<file path="config.mk">
export PLATFORM = sky130hd
export DESIGN_NAME = mem_access_unit
export DESIGN_NICKNAME = d
export VERILOG_FILES = /design/src/rtl/mem_access_pkg.sv /design/src/rtl/mem_access_unit_load_formatter.sv /design/src/rtl/mem_access_unit.sv
export SDC_FILE = /design/constraint.sdc
export NUM_CORES = 1
export LEC_CHECK = 0
export CAP_MARGIN = 20
export CORE_MARGIN = 2
export CORE_UTILIZATION = 48
export CTS_BUF_LIST = sky130_fd_sc_hd__clkbuf_8
export DETAILED_ROUTE_END_ITERATION = 16
export PLACE_DENSITY = 0.95
export SLEW_MARGIN = 20
export SYNTH_ARGS = -nofsm -noshare
export SYNTH_HDL_FRONTEND = slang
export SYNTH_SLANG_ARGS = --single-unit
</file>
<file path="constraint.sdc">
create_clock -name clock -period 3.1 [get_ports clock]
set_input_delay 0.93 -clock clock [delete_from_list [all_inputs] [get_ports clock]]
set_output_delay 0.93 -clock clock [all_outputs]
set_load 0.1 [all_outputs]
</file>
<file path="src/rtl/mem_access_pkg.sv">
// Shared definitions for the load/store initiator: FSM states, address
// geometry and byte-lane write-enable encodings.
package mem_access_pkg;

  localparam int ADDR_W    = 18;
  localparam int MEM_WORDS = 16384;

  // First byte address past the implemented RAM; anything at or above faults.
  localparam logic [ADDR_W-1:0] ADDR_LIMIT = ADDR_W'(MEM_WORDS * 4);

  typedef enum logic [1:0] {
    IDLE  = 2'd0,
    ISSUE = 2'd1,
    WAIT  = 2'd2,
    RESP  = 2'd3
  } state_e;

  localparam logic [3:0] LANE_0 = 4'b0001;
  localparam logic [3:0] LANE_1 = 4'b0010;
  localparam logic [3:0] LANE_2 = 4'b0100;
  localparam logic [3:0] LANE_3 = 4'b1000;

  function automatic logic [3:0] lane_onehot(input logic [1:0] offset);
    logic [3:0] lanes;
    case (offset)
      2'd0:    lanes = LANE_0;
      2'd1:    lanes = LANE_1;
      2'd2:    lanes = LANE_2;
      default: lanes = LANE_3;
    endcase
    return lanes;
  endfunction

endpackage

</file>
<file path="src/rtl/mem_access_unit_load_formatter.sv">
// Formats a raw RAM word into a load result: byte loads zero-extend the
// addressed lane, word loads rotate right so the addressed byte lands in [7:0].
module load_formatter (
  input  logic [31:0] mem_data,
  input  logic [1:0]  offset,
  input  logic        is_byte,
  output logic [31:0] fmt_data
);

  always_comb begin
    fmt_data = mem_data;
    if (is_byte) begin
      case (offset)
        2'd0:    fmt_data = {24'b0, mem_data[7:0]};
        2'd1:    fmt_data = {24'b0, mem_data[15:8]};
        2'd2:    fmt_data = {24'b0, mem_data[23:16]};
        default: fmt_data = {24'b0, mem_data[31:24]};
      endcase
    end else begin
      case (offset)
        2'd0:    fmt_data = mem_data;
        2'd1:    fmt_data = {mem_data[7:0],  mem_data[31:8]};
        2'd2:    fmt_data = {mem_data[15:0], mem_data[31:16]};
        default: fmt_data = {mem_data[23:0], mem_data[31:24]};
      endcase
    end
  end

endmodule

</file>
<file path="src/rtl/mem_access_unit.sv">
// Single-outstanding load/store initiator between execute and the data RAM.
// Every output is a flop or a decode of the state register.
module mem_access_unit
  import mem_access_pkg::*;
(
  input  logic              clock,
  input  logic              resetn,
  input  logic              req_valid,
  output logic              req_ready,
  input  logic              req_write,
  input  logic              req_byte,
  input  logic [ADDR_W-1:0] req_addr,
  input  logic [31:0]       req_wdata,
  output logic              resp_valid,
  input  logic              resp_ready,
  output logic [31:0]       resp_rdata,
  output logic              resp_fault,
  output logic [ADDR_W-1:0] mem_address,
  output logic [3:0]        mem_isWrite,
  output logic [31:0]       mem_writeData,
  output logic              mem_isRead,
  output logic              mem_byteRead,
  input  logic [31:0]       mem_data
);

  state_e            state_q, state_d;
  logic              write_q, write_d;
  logic              byte_q, byte_d;
  logic              fault_q, fault_d;
  logic [1:0]        offset_q, offset_d;
  logic [31:0]       rdata_q, rdata_d;
  logic [ADDR_W-1:0] mem_address_q, mem_address_d;
  logic [3:0]        mem_is_write_q, mem_is_write_d;
  logic [31:0]       mem_write_data_q, mem_write_data_d;
  logic              mem_is_read_q, mem_is_read_d;
  logic              mem_byte_read_q, mem_byte_read_d;
  logic [31:0]       fmt_data;

  load_formatter u_load_formatter (
    .mem_data (mem_data),
    .offset   (offset_q),
    .is_byte  (byte_q),
    .fmt_data (fmt_data)
  );

  // RAM-side signals are computed on accept so they are already registered
  // during ISSUE; strobes fall back to zero every other cycle.
  always_comb begin
    state_d          = state_q;
    write_d          = write_q;
    byte_d           = byte_q;
    fault_d          = fault_q;
    offset_d         = offset_q;
    rdata_d          = rdata_q;
    mem_address_d    = mem_address_q;
    mem_write_data_d = mem_write_data_q;
    mem_is_write_d   = 4'b0000;
    mem_is_read_d    = 1'b0;
    mem_byte_read_d  = 1'b0;

    case (state_q)
      IDLE: begin
        if (req_valid) begin
          write_d  = req_write;
          byte_d   = req_byte;
          offset_d = req_addr[1:0];
          fault_d  = (req_addr >= ADDR_LIMIT);
          rdata_d  = 32'h0;
          if (req_addr >= ADDR_LIMIT) begin
            state_d = RESP;
          end else begin
            state_d       = ISSUE;
            mem_address_d = {req_addr[ADDR_W-1:2], 2'b00};
            if (req_write) begin
              if (req_byte) begin
                mem_is_write_d   = lane_onehot(req_addr[1:0]);
                mem_write_data_d = {4{req_wdata[7:0]}};
              end else begin
                mem_is_write_d   = 4'b1111;
                mem_write_data_d = req_wdata;
              end
            end else begin
              mem_is_read_d   = 1'b1;
              mem_byte_read_d = req_byte;
            end
          end
        end
      end
      ISSUE: state_d = write_q ? RESP : WAIT;
      WAIT: begin
        rdata_d = fmt_data;
        state_d = RESP;
      end
      RESP: begin
        if (resp_ready) state_d = IDLE;
      end
      default: state_d = IDLE;
    endcase
  end

  always_ff @(posedge clock) begin
    if (!resetn) begin
      state_q          <= IDLE;
      write_q          <= 1'b0;
      byte_q           <= 1'b0;
      fault_q          <= 1'b0;
      offset_q         <= 2'd0;
      rdata_q          <= 32'h0;
      mem_address_q    <= '0;
      mem_is_write_q   <= 4'b0000;
      mem_write_data_q <= 32'h0;
      mem_is_read_q    <= 1'b0;
      mem_byte_read_q  <= 1'b0;
    end else begin
      state_q          <= state_d;
      write_q          <= write_d;
      byte_q           <= byte_d;
      fault_q          <= fault_d;
      offset_q         <= offset_d;
      rdata_q          <= rdata_d;
      mem_address_q    <= mem_address_d;
      mem_is_write_q   <= mem_is_write_d;
      mem_write_data_q <= mem_write_data_d;
      mem_is_read_q    <= mem_is_read_d;
      mem_byte_read_q  <= mem_byte_read_d;
    end
  end

  assign req_ready     = (state_q == IDLE);
  assign resp_valid    = (state_q == RESP);
  assign resp_rdata    = rdata_q;
  assign resp_fault    = fault_q;
  assign mem_address   = mem_address_q;
  assign mem_isWrite   = mem_is_write_q;
  assign mem_writeData = mem_write_data_q;
  assign mem_isRead    = mem_is_read_q;
  assign mem_byteRead  = mem_byte_read_q;

endmodule

</file>
==> results.toml <==
[worst_setup_path]
path_max_fanout = 12
end_kind = "primary output"
start_kind = "register"
worst_path_max_delay_cell = "ha_1"
crit_required_ps = 2170
slowest_delay_ps = 420
path_buf_inv = 2
crit_family = "buffers and inverters"
cp.arrival_ps = 1640
crit_type = "reg -> out"
crit_chain = "inv_1 > ha_1 > buf_4"

[global_route]
grt_pass1_vias = 3878
grt_max_degree = 54
antenna_found_initial = 0
grt_pass1_wl_um = 19180
overflow = 0
track_usage = 0.2424

[placement]
place_congestion = 0.7817
hpwlAfterDp_um = 8659
portBuffers = 176
pre_cts_ws_ps = 339.7

[run_status]
status = "finished clean"

[detailed_routing]
antenna_left = 0
dr_wl_met3_um = 1138
wl_met2_um = 5765
top_layer = "met4"
dr.pass1.iters = 5
drc_errors = 0
drt-wirelength-per-cell_um = 17.02
wl_met1_um = 4769
viasPerCell = 5.561
drt-total-wl_um = 11830
dr_total_vias = 3865
drtIter0Drc = 134

[sta]
skew_ps = 11.83
relSlewSlack = 0.3520
layout_setup_ws_ps = 532.9
finalHoldViolCount = 0
period_minus_slack_ps = 2567
fin_setup_tns_ps = 0
layout_worst_path_cycle_share = 0.8281
rsz0062_at_grt = "false"
setup_viol = 0
slew_violations = 0
worst_pin_slew_ps = 971.9
fmax_mhz = 389.5

[power_and_ir_drop]
power_w = 0.004076
power_density_nw_per_um2 = 683.1
p_leak_nw = 2.360
ir_worst_vdd_v = 0.0003168

[logic_synthesis]
yosysSeqAreaShare = 0.4378
syn_area_um2 = 4253
netlist_instances = 425
synth_top_area_frac = 0.4378
synth-seq-cells = 93
yosysWarnings = 0
synth_cell_type_count = 35
synth.avg_cell_area_um2 = 10.01
synth.area.top_cells = "dfxtp_1, mux2i_1, a22o_1, a21oi_1, a211oi_1"
yosys.area.top_type = "dfxtp_1"

[die]
num_rows = 34
boundaryPins = 179
dieArea_um2 = 9629
die_x_um = 98.13
die_h_um = 98.13
initial_utilization = 0.4925
core_um2 = 8636

[clock_tree]
cts-resized-gates = 0
root_buffer = "clkbuf_8"
cts_tree = "yes"
clk_pin_slew_worst_paths_ps = 100
cts_max_level = 3
clk_latency_ps = 350
ctsHoldBuffers = 0
cts_inserted_buffers = 9
post-cts-setup-buffers = 0
cts.sinks = 93
clockBufferDepth = 2

[layout]
n_antenna_cell = 0
layout_commonest_cell = "buf_4"
final_cell_mix = "buf_4, dfxtp_1, mux2i_1"
syn_to_final_growth_pct = 40.31
layout.nets = 675
drive_gt1_frac = 0.2112

[flow_run]
maxCapViolCount = 0

[worst_hold_path]
hp-class = "reg -> reg"
==> flip-flops by register name, summed over array words and instances (netlist names) <==
signal,cells
mem_isRead,1
write_q,1
resp_rdata,32
offset_q,2
resp_fault,1
mem_writeData,32
mem_isWrite,4
mem_address,16
state_q,2
mem_byteRead,1
byte_q,1
==> logic make-up after synthesis <==
group | synth area share
muxes | 0.2071
other | 0.0008818
adders and majority gates | 0.01471
buffers and inverters | 0.06502
AOI/OAI and AO/OA | 0.1930
and+or+nand+nor | 0.08150
DFF | 0.4378
==> synthesized netlist by cell type <==
cell and instances:
o21ai_1 3, inv_1 3, o21a_1 1, nand2b_1 5
buf_6 7, nor2b_1 1, nand2_1 34, ha_1 5
and3_1 3, nor2_1 3, a211oi_1 25, a22o_1 32
nor2_2 1, nor3_4 1, a221oi_1 1, o21ai_0 6
o211ai_1 1, and4bb_1 1, buf_2 11, o2111ai_1 1
a21oi_1 55, inv_2 1, conb_1 1, dfxtp_1 93
clkbuf_1 9, mux2i_1 88, nand4bb_1 1, and2_1 1
nor2b_2 1, buf_4 12, buf_1 1, nand3_1 13
nor3_1 2, or3b_2 1, nand2_2 1
==> final cells by class <==
type	instances	area, µm²
Tap cell	108	135.1
Fill cell	643	2669
Inverter	4	15.01
Clock buffer	9	123.9
Multi-Input combinational cell	289	2120
Timing Repair Buffer	185	1644
Clock inverter	7	65.06
Sequential cell	93	1864
==> where the power goes <==
group	internal (W)	switching (W)	total [W]
Clock	0.000312	0.000469	0.000781
Sequential	0.00133	0.000143	0.00147
Combinational	0.000529	0.00130	0.00183
==> worst paths after layout <==
path,slack [ps],end,from,cells after the start
max,530,req_ready,state_q[0]$_SDFFE_PN0P_,3
min,460,mem_address[9]$_SDFFE_PN0P_,mem_address[9]$_SDFFE_PN0P_,2
max reg2reg,1140,mem_writeData[12]$_SDFFE_PN0P_,state_q[0]$_SDFFE_PN0P_,6
min reg2reg,460,mem_address[9]$_SDFFE_PN0P_,mem_address[9]$_SDFFE_PN0P_,2
==> stage by stage <==
stage                     instance area (µm²)    util  hold WS (ps)  instances
after global placement                   5777  0.6689         443.9        679
after global routing                     5967  0.6910         490.3        695
final                                    5967  0.6910         461.3        695
after CTS                                5966  0.6908         463.0        695
after floorplan                          4257       -         437.2        426
after detailed placement                 5777  0.6689         449.3        679
==> tightest hold or removal path: stages (launching register included) <==
cell and delay [ps]:
dfxtp_1 320, nand2_1 50, a21oi_1 50
==> per-layer routing <==
layer,vias to the layer above,GRT usage
met5,-,0
met4,0,0.06090
met3,15,0.07588
met2,170,0.4178
met1,1811,0.2949
li1,1869,-
No activity file was read; power rests on OpenSTA's default activity.
